<file path="src/rtl/isa_pkg.sv">
// Shared ISA constants and sequencer state encoding, used by the fetch
// controller and by any debug/trace logic that decodes state_o.
package isa_pkg;

    localparam logic [3:0] OP_NOP  = 4'h0;
    localparam logic [3:0] OP_JMP  = 4'h8;
    localparam logic [3:0] OP_HALT = 4'hF;

    localparam int STATE_W = 3;
    typedef logic [STATE_W-1:0] state_t;

    localparam state_t ST_IDLE   = 3'd0;
    localparam state_t ST_FETCH  = 3'd1;
    localparam state_t ST_WAIT   = 3'd2;
    localparam state_t ST_DECODE = 3'd3;
    localparam state_t ST_EXEC   = 3'd4;
    localparam state_t ST_HALT   = 3'd5;
    localparam state_t ST_ERR    = 3'd6;

    // True for opcodes the sequencer resolves itself without the execute unit.
    function automatic logic is_ctrl_op(input logic [3:0] op);
        return (op == OP_NOP) || (op == OP_JMP) || (op == OP_HALT);
    endfunction

endpackage

</file>
<file path="src/rtl/fetch_sequencer_pc_unit.sv">
// Program counter register: jump load takes priority over increment,
// increment wraps modulo 2^ADDR_W.
module pc_unit #(
    parameter int                ADDR_W   = 30,
    parameter logic [ADDR_W-1:0] RESET_PC = '0
) (
    input  logic              clock,
    input  logic              reset_n,
    input  logic              load_en,
    input  logic [ADDR_W-1:0] load_val,
    input  logic              inc_en,
    output logic [ADDR_W-1:0] pc
);

    always_ff @(posedge clock or negedge reset_n) begin
        if (!reset_n) begin
            pc <= RESET_PC;
        end else if (load_en) begin
            pc <= load_val;
        end else if (inc_en) begin
            pc <= pc + ADDR_W'(1);
        end
    end

endmodule

</file>
<file path="src/rtl/fetch_sequencer.sv">
// Fetch/decode/execute controller: drives instruction fetches, pulses the IR
// load, redirects the PC on jumps and hands other ops to the execute unit.
module fetch_sequencer #(
    parameter int                ADDR_W   = 30,
    parameter logic [ADDR_W-1:0] RESET_PC = '0,
    parameter int                WAIT_MAX = 15
) (
    input  logic              clock,
    input  logic              reset_n,
    input  logic              start,
    output logic              mem_req,
    output logic [ADDR_W-1:0] mem_addr,
    input  logic              mem_ack,
    output logic              ir_load,
    input  logic [3:0]        ir_opcode,
    input  logic [ADDR_W-1:0] ir_target,
    output logic              exec_start,
    input  logic              exec_done,
    output logic [ADDR_W-1:0] pc,
    output logic              halted,
    output logic              fetch_err,
    output logic [2:0]        state_o
);

    import isa_pkg::*;

    // Counter value seen on the last permitted WAIT cycle.
    localparam logic [7:0] WAIT_LAST = 8'(WAIT_MAX - 1);

    state_t     state;
    state_t     state_nxt;
    logic [7:0] wait_cnt;
    logic       pc_load;
    logic       pc_inc;

    always_comb begin
        state_nxt = state;
        case (state)
            ST_IDLE:   if (start) state_nxt = ST_FETCH;
            ST_FETCH:  state_nxt = ST_WAIT;
            ST_WAIT: begin
                // An ack on the limit cycle still wins over the timeout.
                if (mem_ack)                    state_nxt = ST_DECODE;
                else if (wait_cnt == WAIT_LAST) state_nxt = ST_ERR;
            end
            ST_DECODE: begin
                if (ir_opcode == OP_HALT)         state_nxt = ST_HALT;
                else if (is_ctrl_op(ir_opcode))   state_nxt = ST_FETCH;
                else                              state_nxt = ST_EXEC;
            end
            ST_EXEC:   if (exec_done) state_nxt = ST_FETCH;
            ST_HALT:   if (start) state_nxt = ST_FETCH;
            ST_ERR:    state_nxt = ST_ERR;
            default:   state_nxt = ST_IDLE;
        endcase
    end

    always_ff @(posedge clock or negedge reset_n) begin
        if (!reset_n) begin
            state    <= ST_IDLE;
            wait_cnt <= '0;
        end else begin
            state <= state_nxt;
            if (state == ST_FETCH) begin
                wait_cnt <= '0;
            end else if (state == ST_WAIT && !mem_ack) begin
                wait_cnt <= wait_cnt + 8'd1;
            end
        end
    end

    assign pc_load = (state == ST_DECODE) && (ir_opcode == OP_JMP);
    assign pc_inc  = ((state == ST_DECODE) && (ir_opcode == OP_NOP))
                   || ((state == ST_EXEC) && exec_done)
                   || ((state == ST_HALT) && start);

    pc_unit #(
        .ADDR_W   (ADDR_W),
        .RESET_PC (RESET_PC)
    ) u_pc (
        .clock    (clock),
        .reset_n  (reset_n),
        .load_en  (pc_load),
        .load_val (ir_target),
        .inc_en   (pc_inc),
        .pc       (pc)
    );

    // Strobes decode straight from state so reset drops them asynchronously.
    assign mem_req    = (state == ST_FETCH) || (state == ST_WAIT);
    assign mem_addr   = pc;
    assign ir_load    = (state == ST_WAIT) && mem_ack;
    assign exec_start = (state == ST_DECODE) && !is_ctrl_op(ir_opcode);
    assign halted     = (state == ST_HALT);
    assign fetch_err  = (state == ST_ERR);
    assign state_o    = state;

endmodule

</file>
<file path="config.mk">
export PLATFORM = sky130hd
export DESIGN_NAME = fetch_sequencer
export DESIGN_NICKNAME = d
export VERILOG_FILES = /design/src/rtl/isa_pkg.sv /design/src/rtl/fetch_sequencer_pc_unit.sv /design/src/rtl/fetch_sequencer.sv
export SDC_FILE = /design/constraint.sdc
export NUM_CORES = 1
export LEC_CHECK = 0
export CAP_MARGIN = 20
export CORE_MARGIN = 1.5
export CORE_UTILIZATION = 48
export DETAILED_ROUTE_END_ITERATION = 7
export PLACE_DENSITY = 0.86
export SLEW_MARGIN = 20
export SYNTH_ARGS = -nofsm -noshare
export SYNTH_HDL_FRONTEND = slang
export SYNTH_SLANG_ARGS = --single-unit
</file>
<file path="constraint.sdc">
create_clock -name clock -period 5.5 [get_ports clock]
set_clock_uncertainty 0.1 [all_clocks]
set_input_delay 1.1 -clock clock [delete_from_list [all_inputs] [get_ports clock]]
set_output_delay 1.1 -clock clock [all_outputs]
set_load 0.1 [all_outputs]
</file>
==> impl_metrics.prom <==
# TYPE chip_impl_metric gauge
chip_impl_info{name="status",value="finished, final reports clean"} 1
chip_impl_metric{name="synthArstFlopShare",unit="%"} 100
chip_impl_metric{name="total_die_area",unit="µm²"} 6390
chip_impl_metric{name="worstMarginPinSlew",unit="ps"} 1040
chip_impl_metric{name="pin_count_of_the_biggest_net_entering_global_routing",unit=""} 42
chip_impl_info{name="critical-path-top-delay-family",value="buffers and inverters"} 1
chip_impl_metric{name="final_cell_count_no_fill",unit=""} 481
chip_impl_metric{name="vias_per_cell",unit=""} 6.00
chip_impl_metric{name="design.core.area",unit="µm²"} 5610
chip_impl_metric{name="max-cap-violations",unit=""} 0
chip_impl_metric{name="num_rows",unit=""} 27
chip_impl_info{name="yosys.area.top_type",value="dfrtp_1"} 1
chip_impl_metric{name="fmaxAchievable",unit="GHz"} 0.225
chip_impl_metric{name="final_util",unit="%"} 67.7
chip_impl_metric{name="num_antenna_cells",unit=""} 0
chip_impl_metric{name="drc_errors",unit=""} 0
chip_impl_metric{name="worst_path_largest_cell_delay",unit="ps"} 960
chip_impl_metric{name="clock_sinks",unit=""} 41
chip_impl_metric{name="cp.arrival",unit="ps"} 3240
chip_impl_metric{name="finalSetupViolCount",unit=""} 0
chip_impl_metric{name="postCtsHoldBufs",unit=""} 0
chip_impl_metric{name="wire_length_of_the_first_global_routing_pass",unit="µm"} 12500
chip_impl_metric{name="part_of_the_cycle_the_worst_path_needs",unit="%"} 80.8
chip_impl_metric{name="postSynthCellCount",unit=""} 342
chip_impl_metric{name="tritoncts.num_buffers",unit=""} 5
chip_impl_metric{name="htree_levels",unit=""} 2
chip_impl_metric{name="drt_pass1_iterations",unit=""} 4
chip_impl_metric{name="place_congestion",unit=""} 0.873
chip_impl_info{name="crit_path_end_kind",value="output pin"} 1
chip_impl_metric{name="layout-drive-gt1-share",unit="%"} 5.13
chip_impl_metric{name="routed_wirelength",unit="µm"} 7840
chip_impl_metric{name="antenna_violations_before_repair",unit=""} 0
chip_impl_metric{name="num_vias",unit=""} 2884
chip_impl_metric{name="die_width",unit="µm"} 79.9
chip_impl_info{name="path_category_of_the_worst_min_delay_check",value="register to register"} 1
chip_impl_metric{name="drt_iter0_markers",unit=""} 191
chip_impl_metric{name="tns",unit="ps"} 0
chip_impl_metric{name="floorplan.initialDensity",unit="%"} 50.6
chip_impl_info{name="critPathSlowestCell",value="clkdlybuf4s50_1"} 1
chip_impl_metric{name="timing.critical_path.fanout_max",unit=""} 8
chip_impl_metric{name="final_net_count",unit=""} 451
chip_impl_info{name="critPathMostFrequentCell",value="clkdlybuf4s50_1"} 1
chip_impl_info{name="cp_cell_sequence",value="clkdlybuf4s50_1 > or3_1 > and3_1 > clkdlybuf4s50_1"} 1
chip_impl_metric{name="via_count_of_the_first_global_routing_pass",unit=""} 2681
chip_impl_metric{name="whs",unit="ps"} 459
chip_impl_metric{name="die_height",unit="µm"} 79.9
chip_impl_metric{name="hpwl",unit="µm"} 5530
chip_impl_metric{name="worst_slew_margin_rel",unit="%"} 30.4
chip_impl_metric{name="ys_seq_area_share",unit="%"} 36.1
chip_impl_metric{name="combined_area_of_all_synthesized_cells",unit="µm²"} 2840
chip_impl_metric{name="timing.critical_path.required",unit="ps"} 4300
chip_impl_metric{name="cts.reportedPaths.clkPinSlew",unit="ps"} 70
chip_impl_metric{name="synth.lib_cells_used.distinct",unit=""} 59
chip_impl_info{name="kind_of_critical_path",value="input pin to output pin"} 1
chip_impl_info{name="clock_tree.root_cell",value="clkbuf_8"} 1
chip_impl_metric{name="syn_nets",unit=""} 384
chip_impl_metric{name="syn2layout_area_growth",unit="%"} 33.6
chip_impl_metric{name="clk-insertion-delay-late",unit="ps"} 290
chip_impl_metric{name="synth_enable_flop_cells",unit=""} 0
chip_impl_metric{name="timing.final.max_slew_violations",unit=""} 0
chip_impl_metric{name="routedWlPerCell",unit="µm"} 16.3
chip_impl_metric{name="yosys.area.top_type_share",unit="%"} 36.1
chip_impl_metric{name="place_inst",unit=""} 474
chip_impl_metric{name="crit_buf_inv",unit=""} 2
chip_impl_metric{name="yosys_warnings",unit=""} 0
chip_impl_info{name="tritoncts",value="done"} 1
chip_impl_metric{name="global_routing_usage_summed_across_all_routing_layers",unit="%"} 24.7
chip_impl_info{name="synth_top_cells_by_area",value="dfrtp_1 (36%), buf_4 (8.2%), o21ai_0 (4.8%)"} 1
chip_impl_metric{name="postSynthRegisterBits",unit=""} 41
chip_impl_metric{name="drt.antenna.violating_nets",unit=""} 0
chip_impl_metric{name="final-hold-violation-count",unit=""} 0
chip_impl_metric{name="grt_overflow",unit=""} 0
chip_impl_metric{name="postCtsResizedCells",unit=""} 0
chip_impl_metric{name="post-cts-setup-buffers",unit=""} 0
chip_impl_info{name="synthFlopType",value="dfrtp_1"} 1
chip_impl_metric{name="ctsLongestPathBuffers",unit=""} 2
chip_impl_metric{name="finalCriticalPeriod",unit="ps"} 4440
chip_impl_metric{name="post_synth.cell_area_avg",unit="µm²"} 8.30
chip_impl_info{name="cp-start-kind",value="input pin"} 1
chip_impl_info{name="unrepaired_setup_endpoints_after_global_routing",value="no"} 1
chip_impl_metric{name="boundaryPins",unit=""} 107
chip_impl_metric{name="port_buffers",unit=""} 106
cell families after synthesis:
group / after synthesis / synth area share [%]
buffers and inverters: 62 / 12.8
XOR/XNOR: 6 / 1.85
flip-flops: 41 / 36.1
AND/OR/NAND/NOR: 123 / 22.1
adder cells (fa/ha/maj): 3 / 1.32
AO/OA/AOI/OAI: 104 / 24.8
multiplexers: 3 / 1.06
path summary, 6_finish.rpt:
kind	slack, ps	depth (start not counted)	from	endpoint
setup / recovery	1060	4	ir_opcode[0]	exec_start
hold / removal	460	1	u_pc.pc[9]	u_pc.pc[9]
setup reg to reg	2840	5	state_o[0]	u_pc.pc[28]
hold reg to reg	460	1	u_pc.pc[9]	u_pc.pc[9]
max in group asynchronous	3880	1	reset_n	u_pc.pc[28]
min in group asynchronous	840	1	reset_n	wait_cnt[6]
placed cells by master (no fill, tap or decap), drive strengths merged, types with 2 or more instances in the layout:
cell type,n
nand2,33
a2bb2oi,2
a41o,3
mux2i,3
o31a,5
nand3,21
a22oi,2
nor3,5
o32ai,2
xor2,5
o311ai,5
nand2b,3
and2,3
clkdlybuf4s50,105
a21o,2
a32oi,2
nand4,10
inv,13
clkbuf,7
nor2,26
nor4b,2
o21ai,27
dfrtp,41
ha,3
or3,3
a31oi,8
a21oi,24
a31o,2
nor4,3
buf,4
o22ai,6
a311oi,2
and3,8
sequential cells by signal (all words and copies together) (netlist names):
name      flops
u_pc.pc      30
wait_cnt      8
state_o       3
per-stage QoR:
stage / area (µm²) / worst slack, ps
after global routing: 3790 / 1010
after floorplan: 2840 / 659
final: 3790 / 1060
after detailed placement: 3700 / 1070
after global placement: 3700 / 1100
after CTS: 3790 / 1060
routing by layer:
| metal | wire length (µm) | part of all wire [%] | vias to the layer above | global-route usage (%) |
|---|---|---|---|---|
| met4 | 102 | 1.3 | 0 | 9.14 |
| met1 | 3350 | 43 | 1388 | 33.6 |
| met5 | 0 | 0 | - | 0 |
| met2 | 3840 | 49 | 128 | 39.5 |
| li1 | - | - | 1358 | - |
| met3 | 553 | 7.0 | 10 | 3.89 |
area by class of cell:
type / instances / area [µm²]
sequential: 41 / 1030
tap: 72 / 90.1
timing repair buffer: 109 / 1080
inverter: 13 / 48.8
fill: 482 / 1810
multi-input combinational: 239 / 1470
clock buffer: 7 / 86.3
cells in the mapped netlist (2+ instances only):
cell        n
a2bb2oi_1   2
a31oi_1     8
mux2i_1     3
o22ai_1     6
a31o_2      2
o311ai_1    2
o21ai_0    27
o31a_1      5
nand4_1    10
a22oi_1     2
a311oi_1    2
and3_1      8
a41o_1      3
a32oi_1     2
nor4_2      2
nand2b_1    3
a21oi_1    24
ha_1        3
nor3_1      5
dfrtp_1    41
a21o_1      2
or3_1       3
o311ai_0    3
buf_4      31
nand3_1    21
clkbuf_1    6
nand2_1    32
buf_2      12
xor2_1      5
and2_1      3
nor2_1     25
inv_1      12
Power is not shown: default switching activity piles up to over one toggle a cycle in this logic, so the estimate is an artifact.
